<file path="config.mk">
export PLATFORM = sky130hd
export DESIGN_NAME = otter_decode_stage
export DESIGN_NICKNAME = d
export VERILOG_FILES = /design/src/rtl/otter_decode_stage.sv
export SDC_FILE = /design/constraint.sdc
export NUM_CORES = 1
export LEC_CHECK = 0
export CORE_MARGIN = 2
export CORE_UTILIZATION = 44
export DETAILED_ROUTE_END_ITERATION = 6
export PLACE_DENSITY = 0.91
export SLEW_MARGIN = 15
export SYNTH_ARGS = -nofsm -noshare
export SYNTH_HDL_FRONTEND = slang
export SYNTH_SLANG_ARGS = --single-unit
</file>
<file path="constraint.sdc">
create_clock -name CLK -period 7.5 [get_ports CLK]
set_input_delay 1.125 -clock CLK [delete_from_list [all_inputs] [get_ports CLK]]
set_output_delay 1.125 -clock CLK [all_outputs]
set_load 0.01 [all_outputs]
</file>
<file path="src/rtl/otter_decode_stage.sv">
// otter_decode_stage: decodes one RV32I(M) instruction per handshake into a registered control bundle.
module otter_decode_stage #(
  parameter int XLEN = 32,
  parameter int EN_MEXT = 0,
  parameter int CNT_W = 16
) (
  input  logic             CLK,
  input  logic             RST,
  input  logic             IN_VALID,
  output logic             IN_READY,
  input  logic [31:0]      IN_INSTR,
  input  logic [XLEN-1:0]  IN_PC,
  input  logic             FLUSH,
  input  logic             INT_REQ,
  input  logic             INT_EN,
  input  logic             OUT_READY,
  output logic             OUT_VALID,
  output logic [XLEN-1:0]  OUT_PC,
  output logic             OUT_ALU_SRCA,
  output logic [1:0]       OUT_ALU_SRCB,
  output logic [4:0]       OUT_ALU_FUN,
  output logic [1:0]       OUT_RF_WR_SEL,
  output logic [2:0]       OUT_PCSOURCE,
  output logic             OUT_RF_WE,
  output logic             OUT_MEM_WE,
  output logic             OUT_MEM_RE,
  output logic             OUT_IS_BRANCH,
  output logic             OUT_INT_TAKEN,
  output logic             OUT_ILLEGAL,
  output logic [2:0]       OUT_BR_TYPE,
  output logic [CNT_W-1:0] OUT_DEC_CNT
);
  localparam logic [6:0] OP_LUI   = 7'b0110111;
  localparam logic [6:0] OP_AUIPC = 7'b0010111;
  localparam logic [6:0] OP_JAL   = 7'b1101111;
  localparam logic [6:0] OP_JALR  = 7'b1100111;
  localparam logic [6:0] OP_BR    = 7'b1100011;
  localparam logic [6:0] OP_LOAD  = 7'b0000011;
  localparam logic [6:0] OP_STORE = 7'b0100011;
  localparam logic [6:0] OP_IMM   = 7'b0010011;
  localparam logic [6:0] OP_REG   = 7'b0110011;
  localparam logic [6:0] OP_SYS   = 7'b1110011;
  localparam logic [31:0] MRET    = 32'h30200073;

  logic [6:0] op, f7;
  logic [2:0] f3;
  logic [4:0] rd;
  logic acc, int_now, kill, mul;
  logic srca_d, rfwe_d, mwe_d, mre_d, br_d, ill_d;
  logic [1:0] srcb_d, wrsel_d;
  logic [4:0] fun_d;
  logic [2:0] pcs_d;
  logic [21:0] dec_d, dec_q;
  logic valid_d, valid_q, pend_d, pend_q;
  logic [CNT_W-1:0] cnt_d, cnt_q;
  logic [XLEN-1:0] pc_q;

  assign op = IN_INSTR[6:0];
  assign rd = IN_INSTR[11:7];
  assign f3 = IN_INSTR[14:12];
  assign f7 = IN_INSTR[31:25];
  assign mul = (EN_MEXT != 0) && (f7 == 7'b0000001);

  assign IN_READY = !RST && !FLUSH && (!valid_q || OUT_READY);
  assign acc = IN_VALID && IN_READY;
  assign int_now = pend_q || (INT_REQ && INT_EN);
  assign kill = ill_d || int_now;

  // raw per-opcode decode before interrupt/illegal overrides
  always_comb begin
    srca_d = 1'b0;
    srcb_d = 2'd0;
    fun_d = 5'd0;
    wrsel_d = 2'd3;
    pcs_d = 3'd0;
    rfwe_d = 1'b0;
    mwe_d = 1'b0;
    mre_d = 1'b0;
    br_d = 1'b0;
    ill_d = 1'b0;
    case (op)
      OP_LUI: begin srca_d = 1'b1; fun_d = 5'b01001; rfwe_d = 1'b1; end
      OP_AUIPC: begin srca_d = 1'b1; srcb_d = 2'd3; rfwe_d = 1'b1; end
      OP_JAL: begin wrsel_d = 2'd0; pcs_d = 3'd3; rfwe_d = 1'b1; end
      OP_JALR: begin srcb_d = 2'd1; wrsel_d = 2'd0; pcs_d = 3'd1; rfwe_d = 1'b1; end
      OP_BR: begin br_d = 1'b1; ill_d = f3[2:1] == 2'b01; end
      OP_LOAD: begin srcb_d = 2'd1; wrsel_d = 2'd2; rfwe_d = 1'b1; mre_d = 1'b1; end
      OP_STORE: begin srcb_d = 2'd2; mwe_d = 1'b1; end
      OP_IMM: begin srcb_d = 2'd1; rfwe_d = 1'b1; fun_d = {1'b0, (f3 == 3'b101) && f7[5], f3}; end
      OP_REG: begin
        rfwe_d = 1'b1;
        fun_d = mul ? {2'b10, f3} : {1'b0, f7[5], f3};
        ill_d = !(f7 == 7'b0000000 || f7 == 7'b0100000 || mul);
      end
      OP_SYS: begin
        fun_d = 5'b01001;
        wrsel_d = 2'd1;
        rfwe_d = f3 != 3'b000;
        pcs_d = (IN_INSTR == MRET) ? 3'd5 : 3'd0;
        ill_d = f3 == 3'b000 && IN_INSTR != MRET;
      end
      default: ill_d = 1'b1;
    endcase
  end

  assign dec_d = {srca_d, srcb_d, fun_d, wrsel_d,
                  int_now ? 3'd4 : ill_d ? 3'd6 : pcs_d,
                  rfwe_d && rd != 5'd0 && !kill, mwe_d && !kill, mre_d && !kill,
                  br_d && !int_now, int_now, ill_d && !int_now, f3};

  assign valid_d = acc || (valid_q && !FLUSH && !OUT_READY);
  assign pend_d = !acc && (pend_q || (INT_REQ && INT_EN));
  assign cnt_d = cnt_q + CNT_W'(acc);

  // output register: loads on accept, otherwise holds; valid/pending/count track every cycle
  always_ff @(posedge CLK) begin
    if (RST) begin
      valid_q <= 1'b0;
      pend_q <= 1'b0;
      cnt_q <= '0;
      pc_q <= '0;
      dec_q <= '0;
    end else begin
      valid_q <= valid_d;
      pend_q <= pend_d;
      cnt_q <= cnt_d;
      if (acc) begin
        pc_q <= IN_PC;
        dec_q <= dec_d;
      end
    end
  end

  assign OUT_VALID = valid_q;
  assign OUT_PC = pc_q;
  assign OUT_DEC_CNT = cnt_q;
  assign {OUT_ALU_SRCA, OUT_ALU_SRCB, OUT_ALU_FUN, OUT_RF_WR_SEL, OUT_PCSOURCE, OUT_RF_WE,
          OUT_MEM_WE, OUT_MEM_RE, OUT_IS_BRANCH, OUT_INT_TAKEN, OUT_ILLEGAL, OUT_BR_TYPE} = dec_q;
endmodule

</file>
; ---- Yosys cells after proc, flatten, opt, wreduce, memory -nomap -nowiden
; Cells that the tools add are included.
[word_totals]
regBits = 72
input_bits = 71
out_inout_bits = 72
elab_cells = 72
[classes]
add_sub_neg = 1
n_eq_ne = 15
muxes = 13
n_reduce_logical = 38
[op_table]
columns = operator, count
row1 = $eq A32 B30 Y1 const B, 1
row2 = $ne A32 B30 Y1 const B, 1
row3 = $eq A7 B6 Y1 const B, 4
row4 = $eq A7 B7 Y1 const B, 4
row5 = $add A16 B1 Y16, 1
row6 = $logic_and A1 B1 Y1, 15
row7 = $eq A7 B5 Y1 const B, 2
row8 = $reduce_or A7 Y1, 2
row9 = $pmux W2 S3, 2
row10 = $pmux W4 S3, 1
row11 = $mux W3, 3
row12 = $pmux W3 S3, 1
row13 = $logic_not A1 Y1, 8
row14 = $eq A7 B2 Y1 const B, 1
row15 = $logic_not A7 Y1, 1
row16 = $reduce_or A2 Y1, 3
row17 = $logic_or A1 B1 Y1, 5
row18 = $reduce_bool A5 Y1, 1
row19 = $mux W1, 4
row20 = $pmux W1 S4, 1
row21 = $eq A3 B3 Y1 const B, 1
row22 = $logic_not A3 Y1, 1
row23 = $reduce_bool A3 Y1, 1
row24 = $reduce_or A3 Y1, 1
row25 = other kinds (2), 2

; ---- Depth between registers and ports, before layout
; Gate-level depths: netlist of run 1.
[logic_depth]
ltp_word = 7
depth_mapped = 14
mapped_depth_nobuf = 10

; ---- Worst setup path after synthesis of run 1
; No wires, ideal clock.
[synth_timing]
path_type = input port to flip-flop
startpoint = input RST
endpoint = register cnt_q[12] (netlist: OUT_DEC_CNT[12])
setup_ns = 0.071
arrival_ns = 3.500
required_time_ns = 7.429
path_slack_ns = 3.930
path_stages = 12
n_path_buf = 4
path_cell_list = or4b_1 buf_2 inv_2 buf_4 buf_2 ha_1 ha_1 nand2_1 or2_2 clkbuf_1 or3_1 a21oi_1
[synth_between]
elab_chain_len = 5
[synth_lines]
columns = element, line_no
row1 = start: declaration, 8  ; input logic RST,
row2 = $logic_not A1 Y1, 64  ; assign IN_READY = !RST && !FLUSH && (!valid_q || OUT_READY);
row3 = $logic_and A1 B1 Y1 (2 in series), 64
row4 = $logic_and A1 B1 Y1, 65  ; assign acc = IN_VALID && IN_READY;
row5 = $add A16 B1 Y16, 113  ; assign cnt_d = cnt_q + CNT_W'(acc);
row6 = end signal: assignment, 126  ; cnt_q <= cnt_d;
row7 = end: declaration, 55  ; logic [CNT_W-1:0] cnt_d, cnt_q;
; Several ways; a longest one is shown, not always the timed one.
; A chain may end at the register's enable or synchronous reset.

; ---- Worst setup path in the final report of run 1
[layout_timing]
startpoint = input RST
endpoint = register cnt_q[14] (netlist: OUT_DEC_CNT[14])
; Same word-level chain as after synthesis.

==> results of run 1 <==
==> cells in the mapped netlist, types with 3 or more instances <==
cell type,n
a211oi_1,6
a21oi_1,9
a22oi_1,3
buf_1,4
buf_2,4
buf_4,3
clkbuf_1,10
dfxtp_1,71
inv_1,4
nand2_1,88
nand3_1,8
nand3b_1,36
nand4_1,3
nor2_1,29
nor2b_1,6
nor3_1,9
o211ai_1,4
o21ai_0,6
or3_1,3
or4_1,3
xnor2_1,3
xor2_1,7
==> worst max-delay path, cell delays in order <==
cell,delay (ns)
buf_2,0.42
or4b_1,0.65
buf_4,0.30
inv_2,0.65
ha_1,0.30
ha_1,0.23
nand2_1,0.09
or2_2,0.36
nor3b_1,0.25
xnor2_1,0.15
nor2_1,0.05
==> kinds of logic after synthesis <==
logic type / Yosys count
simple gates: 203
flops: 71
compound gates: 38
buf+inv: 27
xor+xnor: 10
fa+ha+maj: 2
other cells: 1
mux: 1
==> worst min path at each step <==
stage                     startpoint          to  slack, ns  cells after the start
after floorplan            dec_q[12]   dec_q[12]       0.48                      2
after global placement      dec_q[6]    dec_q[6]       0.45                      2
after detailed placement    dec_q[6]    dec_q[6]       0.46                      2
after CTS                  dec_q[12]   dec_q[12]       0.47                      2
after global routing      OUT_PC[17]  OUT_PC[17]       0.49                      2
final                      dec_q[12]   dec_q[12]       0.47                      2
==> metal layers <==
metal,vias to the layer above,wire (um)
met2,114,4060
met1,1406,3420
met3,8,486
met4,0,83
met5,-,0
li1,1472,-
==> cell type report <==
| class | instances | share of cell area, % |
|---|---|---|
| Clock buffer | 11 | 3.28 |
| Clock inverter | 5 | 1.22 |
| Inverter | 5 | 0.406 |
| Multi-Input combinational cell | 255 | 31.5 |
| Sequential cell | 71 | 30.8 |
| Tap cell | 80 | 2.17 |
| Timing Repair Buffer | 142 | 30.6 |
==> where the power goes <==
part,internal (uW),leakage [uW],switching (uW),total [uW]
Combinational,68.6,0.00109,45.3,114
Clock,171,0.000105,136,308
Sequential,391,0.000578,8.11,399
Total,631,0.00178,190,821
==> through the flow <==
step | total power [uW] | area (um2) | setup slack [ns] | cells | hold slack [ns]
after floorplan | 448 | 3000 | 3.93 | 353 | 0.476
after global placement | 519 | 4410 | 2.88 | 553 | 0.452
after detailed placement | 521 | 4410 | 2.79 | 553 | 0.459
after CTS | 826 | 4620 | 3.10 | 569 | 0.473
after global routing | 857 | 4620 | 2.87 | 569 | 0.490
final | 821 | 4620 | 3.09 | 569 | 0.469
==> flip-flops by register name, indices dropped and copies added, names as in the netlist <==
signal	flops
OUT_VALID	1
pend_q	1
dec_q	21
OUT_PC	32
OUT_DEC_CNT	16
==> results.sh, run 1 <==
export IMPL_status="finished clean"
export IMPL_clock_root_buffer="clkbuf_8"
export IMPL_synthCells=353
export IMPL_cts_made_buffers=9
export IMPL_clk_insertion_delay_late_ns=0.32
export IMPL_critPathCapture="OUT_DEC_CNT[14]"
export IMPL_die_area_mm2=0.00750
export IMPL_cp_end_kind="register"
export IMPL_layout_nets=557
export IMPL_syn_avg_cell_area_um2=8.51
export IMPL_synth_top_area_cell="dfxtp_1"
export IMPL_final_min_clock_period_ns=4.41
export IMPL_synth_top_family_by_area="simple AND/OR/NAND/NOR gates"
export IMPL_synthAdderAreaFrac_pct=0.833
export IMPL_first_pass_iters=4
export IMPL_vdd_drop_max_mv=0.114
export IMPL_cts_tree="built"
export IMPL_synth_seq_cells=71
export IMPL_start_util_pct=44.9
export IMPL_synth_compound_area_share_pct=8.75
export IMPL_avgViaCountPerCell=5.27
export IMPL_cts_hold_buf=0
export IMPL_max_clock_freq_mhz=227
export IMPL_synth_mux_area_share_pct=0.333
export IMPL_max_cap_violations=0
export IMPL_num_rows=30
export IMPL_period_share_pct=58.8
export IMPL_startpoint="RST"
export IMPL_worstSetupPathType="in2reg"
export IMPL_synth_top_area_share_pct=47.3
export IMPL_ys_flop_type="dfxtp_1"
export IMPL_grt_max_degree=70
export IMPL_area_delta_synth_final_pct=53.8
export IMPL_synthSimpleGateAreaFrac_pct=35.5
export IMPL_grt_busiest_layer="met2"
export IMPL_grt_pass1_wl_um=12800
export IMPL_rrSetupSlack_ns=4.04
export IMPL_async_flop_share_pct=0
export IMPL_final_common_cell="clkdlybuf4s50_1"
export IMPL_nFillCells=528
export IMPL_drive_above_1_share_pct=5.11
export IMPL_grt_util_met3_pct=4.86
export IMPL_path_clk_slew_ns=0.08
export IMPL_netlist_area_mm2=0.00300
export IMPL_port_buffers=141
export IMPL_synth_edf_count=0
export IMPL_gp_congestion=0.848
export IMPL_regArea_mm2=0.00142
export IMPL_h_tree_depth=3
export IMPL_rsz0062_at_grt="false"
export IMPL_cts_resized=0
export IMPL_clock_path_buffers=2
export IMPL_final_cell_mix="clkdlybuf4s50_1, nand2_1, dfxtp_1"
export IMPL_utilization_pct=69.1
export IMPL_die_w_um=86.6
export IMPL_yosys_warnings=0
export IMPL_rr_worst_depth=11
export IMPL_synth_distinct_cells=49
export IMPL_grt_pass1_vias=2846
export IMPL_reg2reg_from="OUT_VALID"
export IMPL_grt_overflow=0
export IMPL_drc=0
export IMPL_antenna_cells=0
export IMPL_post_cts_buffers=0
export IMPL_tightestPinTransition_ns=1.01
export IMPL_worst_endpoint_required_ns=7.67
export IMPL_ys_seq_area_share_pct=47.3
export IMPL_crit_path_start_kind="input pin"
export IMPL_power_leakage_uw=0.00178
export IMPL_postRouteWirelength_um=8050
export IMPL_core_mm2=0.00668
export IMPL_gr_usage_all_layers_pct=21.3
export IMPL_io_pins=143
export IMPL_use_met2_pct=36.9
export IMPL_critPathMaxFanout=69
export IMPL_fin_skew_ns=0.00764
export IMPL_setup_viol=0
export IMPL_synth_xor_area_share_pct=2.92
export IMPL_drt_initial_drc_count=149
export IMPL_r2r_end="OUT_DEC_CNT[14]"
export IMPL_hpwl_um=5760
export IMPL_antenna_left=0
export IMPL_gr_usage_met1_pct=26.0
export IMPL_p_per_area_mw_per_mm2=178
export IMPL_hold_class="reg2reg"
export IMPL_syn_nets=426
export IMPL_tns_ns=0
export IMPL_vias=3000
export IMPL_synth_area_leaders="dfxtp_1, nand2_1, nand3b_1"
export IMPL_antenna_found_initial=0
export IMPL_cts_sinks=71
export IMPL_multiInputGateArea_mm2=0.00146
export IMPL_relSlewSlack_pct=32.7
export IMPL_avgRoutedWirePerCell_um=14.1
export IMPL_final_hold_viol_count=0
export IMPL_die_height_um=86.6
export IMPL_worst_ep_arrival_time_ns=4.59
export IMPL_maxSlewViolCount=0
(Power assumes the default switching activity.)
==> inputs of run 2 (changes only) <==
CORE_UTILIZATION = 41   (was 44)
PLACE_DENSITY = 0.86   (was 0.91)
clock period = 4.6 ns   (was 7.5 ns; I/O delays follow)
==> run 2 against run 1 <==
Compared with the run above:
- critical path depth did not move
- register-to-register slack got worse by 2.2 ns
- cell count rose by 3.7%
- wire length rose by 0.66%
- critical path type unchanged
- critical endpoint is now OUT_DEC_CNT[8]
- largest cell class unchanged
- largest power group unchanged
==> results.sh, run 2 (synthesis gave the netlist of run 1 again) <==
export IMPL_tightestPinTransition_ns=0.587
export IMPL_largest_reg_flops=32
export IMPL_clk_insertion_delay_late_ns=0.33
export IMPL_post_cts_buffers=0
export IMPL_drc=0
export IMPL_switching_share_pct=22.4
export IMPL_cts_made_buffers=9
export IMPL_avgRoutedWirePerCell_um=13.7
export IMPL_vdd_drop_max_mv=0.140
export IMPL_power_frac_seq_pct=47.1
export IMPL_area_delta_synth_final_pct=55.6
export IMPL_die_area_mm2=0.00802
export IMPL_hpwl_um=5980
export IMPL_pre_cts_ws_ns=1.12
export IMPL_final_hold_viol_count=0
export IMPL_start_util_pct=41.8
export IMPL_cts_hold_buf=0
export IMPL_cts_tree="built"
export IMPL_period_share_pct=68.6
export IMPL_maxSlewViolCount=0
export IMPL_cp_end_kind="register"
export IMPL_clock_path_buffers=2
export IMPL_utilization_pct=65.1
export IMPL_avgViaCountPerCell=5.05
export IMPL_io_pins=143
export IMPL_power_leakage_uw=0.00179
export IMPL_cts_resized=0
export IMPL_final_cell_mix="clkdlybuf4s50_1, nand2_1, dfxtp_1"
export IMPL_cts_sinks=71
export IMPL_layout_nets=559
export IMPL_vias=2981
export IMPL_worst_slack_ns=1.45
export IMPL_path_clk_slew_ns=0.07
export IMPL_antenna_cells=0
export IMPL_worstSetupPathType="in2reg"
export IMPL_worst_endpoint_required_ns=4.86
export IMPL_fin_hold_ws_ns=0.467
export IMPL_fin_skew_ns=0.0117
export IMPL_critPathMaxFanout=46
export IMPL_final_min_clock_period_ns=3.15
export IMPL_gr_usage_all_layers_pct=20.1
export IMPL_antenna_found_initial=0
export IMPL_hold_class="reg2reg"
export IMPL_max_cap_violations=0
export IMPL_drive_above_1_share_pct=5.30
export IMPL_tns_ns=0
export IMPL_num_rows=31
export IMPL_crit_path_start_kind="input pin"
export IMPL_die_height_um=89.6
export IMPL_nFillCells=607
export IMPL_core_mm2=0.00718
export IMPL_h_tree_depth=3
export IMPL_p_per_area_mw_per_mm2=295
export IMPL_postRouteWirelength_um=8100
export IMPL_power_share_clock_pct=39.3
export IMPL_switching_power_uw=310
export IMPL_first_pass_iters=4
export IMPL_die_w_um=89.6
export IMPL_worst_ep_arrival_time_ns=3.42
export IMPL_relSlewSlack_pct=60.9
export IMPL_final_common_cell="clkdlybuf4s50_1"
export IMPL_gp_congestion=0.808
export IMPL_max_clock_freq_mhz=317
export IMPL_clock_root_buffer="clkbuf_8"
export IMPL_drt_initial_drc_count=154
export IMPL_p_int_uw=1070
export IMPL_rsz0062_at_grt="false"
export IMPL_setup_viol=0
export IMPL_antenna_left=0
export IMPL_total_power_uw=1380
export IMPL_port_buffers=141
export IMPL_grt_overflow=0
export IMPL_grt_pass1_vias=2785
export IMPL_power_frac_comb_pct=13.6
export IMPL_status="finished clean"
export IMPL_grt_max_degree=69
export IMPL_grt_pass1_wl_um=12500
==> run 2: changes by cell type in the layout (fill, tap and decap cells not counted), sizes merged <==
cell / change
buf: +2
bufinv: +1
clkinv: -1
==> run 2: final timing paths <==
path              startpoint             end  slack, ns  depth (start not counted)
setup / recovery   OUT_READY  OUT_DEC_CNT[8]       1.45                         11
hold / removal     dec_q[19]       dec_q[19]       0.47                          2
setup reg to reg   OUT_VALID  OUT_DEC_CNT[8]       1.87                         10
hold reg to reg    dec_q[19]       dec_q[19]       0.47                          2
==> run 2: per-stage QoR <==
stage                     cells  area, um2
after floorplan             353       3000
after global placement      574       4450
after global routing        590       4670
after CTS                   590       4670
final                       590       4670
after detailed placement    574       4450
==> run 2: critical path: stages <==
cell,delay (ns)
clkdlybuf4s50_1,0.46
nor2b_1,0.07
or4b_1,0.47
buf_4,0.29
inv_2,0.11
ha_1,0.17
ha_1,0.21
nand2_1,0.06
or2_2,0.36
or3_1,0.37
a21oi_1,0.14
==> run 2: final cells by class <==
class	instances	area, um2	share of cell area, %
multi-input cells	255	1460	31.2
repair buffers	144	1430	30.6
flip-flops and latches	71	1420	30.4
clock buffers	11	141	3.03
well taps	99	124	2.65
clock inverters	5	81.3	1.74
inverters	5	18.8	0.402
==> run 2: per-layer routing <==
layer  track usage, %  vias up  part of all wire, %
met4             7.87        0                 0.58
li1                 -     1473                    -
met3             6.22        6                  8.1
met5                0        -                    0
met1             22.5     1376                   40
met2             35.4      126                   51
==> run 2: power groups by stage <==
stage	logic [uW]	clock network (uW)	registers, uW
after detailed placement	187	0	664
after floorplan	58.0	0	673
after global routing	204	585	652
after CTS	189	556	650
after global placement	184	0	663
final	187	543	650
==> inputs of run 3 (changes only) <==
clock period = 3.2 ns   (was 4.6 ns; I/O delays follow)
==> run 3 against run 2 <==
Compared with the run above:
- non-clock buffer count unchanged
- critical path type unchanged
- global-route usage decreased by 0.63 points
- die area unchanged
- count of clock-buffer cells in the layout decreased by 1
- via count decreased by 0.47%
- register-to-register slack got worse by 1.1 ns
- core utilization increased by 0.10 points
- worst hold slack got worse by 0.010 ns
- critical path depth decreased by 1
- sequential share of layout area about the same
==> results.sh, run 3 (synthesis gave the netlist of run 1 again) <==
export IMPL_drc=0
export IMPL_h_tree_depth=3
export IMPL_period_share_pct=82.5
export IMPL_nFillCells=566
export IMPL_post_cts_buffers=0
export IMPL_antenna_left=0
export IMPL_hpwl_um=5830
export IMPL_critPathMaxFanout=7
export IMPL_relSlewSlack_pct=60.1
export IMPL_first_pass_iters=4
export IMPL_final_min_clock_period_ns=2.64
export IMPL_num_rows=31
export IMPL_layout_nets=559
export IMPL_vias=2967
export IMPL_worst_endpoint_required_ns=3.46
export IMPL_antenna_found_initial=0
export IMPL_clk_insertion_delay_late_ns=0.34
export IMPL_status="finished clean"
export IMPL_cp_end_kind="register"
export IMPL_drive_above_1_share_pct=5.50
export IMPL_p_per_area_mw_per_mm2=430
export IMPL_maxSlewViolCount=0
export IMPL_final_hold_viol_count=0
export IMPL_max_clock_freq_mhz=379
export IMPL_gp_congestion=0.819
export IMPL_cts_made_buffers=9
export IMPL_die_area_mm2=0.00802
export IMPL_clock_path_buffers=2
export IMPL_die_w_um=89.6
export IMPL_cts_sinks=71
export IMPL_tns_ns=0
export IMPL_cts_tree="built"
export IMPL_cts_hold_buf=0
export IMPL_fin_skew_ns=0.0145
export IMPL_final_common_cell="clkdlybuf4s50_1"
export IMPL_post_dp_cell_area_mm2=0.00445
export IMPL_gr_usage_all_layers_pct=19.4
export IMPL_tightestPinTransition_ns=0.598
export IMPL_start_util_pct=41.8
export IMPL_cts_resized=0
export IMPL_core_mm2=0.00718
export IMPL_avgRoutedWirePerCell_um=13.7
export IMPL_final_cell_mix="clkdlybuf4s50_1, nand2_1, dfxtp_1"
export IMPL_grt_max_degree=69
export IMPL_worst_ep_arrival_time_ns=2.90
export IMPL_antenna_cells=0
export IMPL_final_area_mm2=0.00468
export IMPL_vdd_drop_max_mv=0.240
export IMPL_postRouteWirelength_um=8090
export IMPL_port_buffers=141
export IMPL_worstSetupPathType="in2reg"
export IMPL_setup_viol=0
export IMPL_grt_pass1_vias=2749
export IMPL_io_pins=143
export IMPL_clock_root_buffer="clkbuf_8"
export IMPL_drt_initial_drc_count=85
export IMPL_power_leakage_uw=0.00179
export IMPL_grt_overflow=0
export IMPL_path_clk_slew_ns=0.08
export IMPL_avgViaCountPerCell=5.03
export IMPL_hold_class="reg2reg"
export IMPL_area_delta_synth_final_pct=55.8
export IMPL_grt_pass1_wl_um=12300
export IMPL_die_height_um=89.6
export IMPL_crit_path_start_kind="input pin"
export IMPL_largest_reg_flops=32
export IMPL_max_cap_violations=0
export IMPL_rsz0062_at_grt="false"
==> run 3: stage by stage <==
step | total power (uW) | setup WS, ns | hold WS [ns] | cells | utilization, %
final | 2010 | 0.561 | 0.457 | 590 | 65.2
after detailed placement | 1220 | 0.215 | 0.447 | 574 | 62.0
after CTS | 2030 | 0.557 | 0.462 | 590 | 65.2
after floorplan | 1050 | 0.275 | 0.476 | 353 | -
after global routing | 2090 | 0.411 | 0.494 | 590 | 65.2
after global placement | 1220 | 0.245 | 0.444 | 574 | 62.0
==> run 3: path summary, 6_finish.rpt <==
kind         slack [ns]  cells after the start      start             end
min reg2reg        0.46                      2  dec_q[12]       dec_q[12]
min                0.46                      2  dec_q[12]       dec_q[12]
max                0.56                     10  OUT_READY  OUT_DEC_CNT[8]
max reg2reg        0.76                      9  OUT_VALID  OUT_DEC_CNT[8]
==> run 3: cell type report <==
class / count / area [um2] / share of cell area [%]
multi-input combinational: 255 / 1460 / 31.1
timing repair buffer: 144 / 1430 / 30.5
sequential: 71 / 1420 / 30.4
clock buffer: 10 / 138 / 2.94
tap: 99 / 124 / 2.65
clock inverter: 6 / 92.6 / 1.98
inverter: 5 / 18.8 / 0.401
==> run 3: routing by layer <==
layer | vias to the layer above | part of all wire (%) | track usage [%]
li1 | 1475 | - | -
met3 | 7 | 7.4 | 5.94
met1 | 1368 | 42 | 23.9
met5 | - | 0 | 0
met2 | 117 | 50 | 33.1
met4 | 0 | 0.70 | 5.29
==> run 3: where the power goes <==
| group | internal, uW | switching [uW] |
|---|---|---|
| Combinational | 162 | 107 |
| Sequential | 916 | 17.4 |
| Clock | 464 | 345 |
| Total | 1540 | 469 |
==> run 3: critical path: stages <==
cell             delay (ns)
clkdlybuf4s50_1        0.45
nor2b_1                0.06
or4b_1                 0.54
inv_2                  0.09
ha_1                   0.15
ha_1                   0.20
nand2_1                0.07
or2_2                  0.36
or3_1                  0.36
a21oi_1                0.14
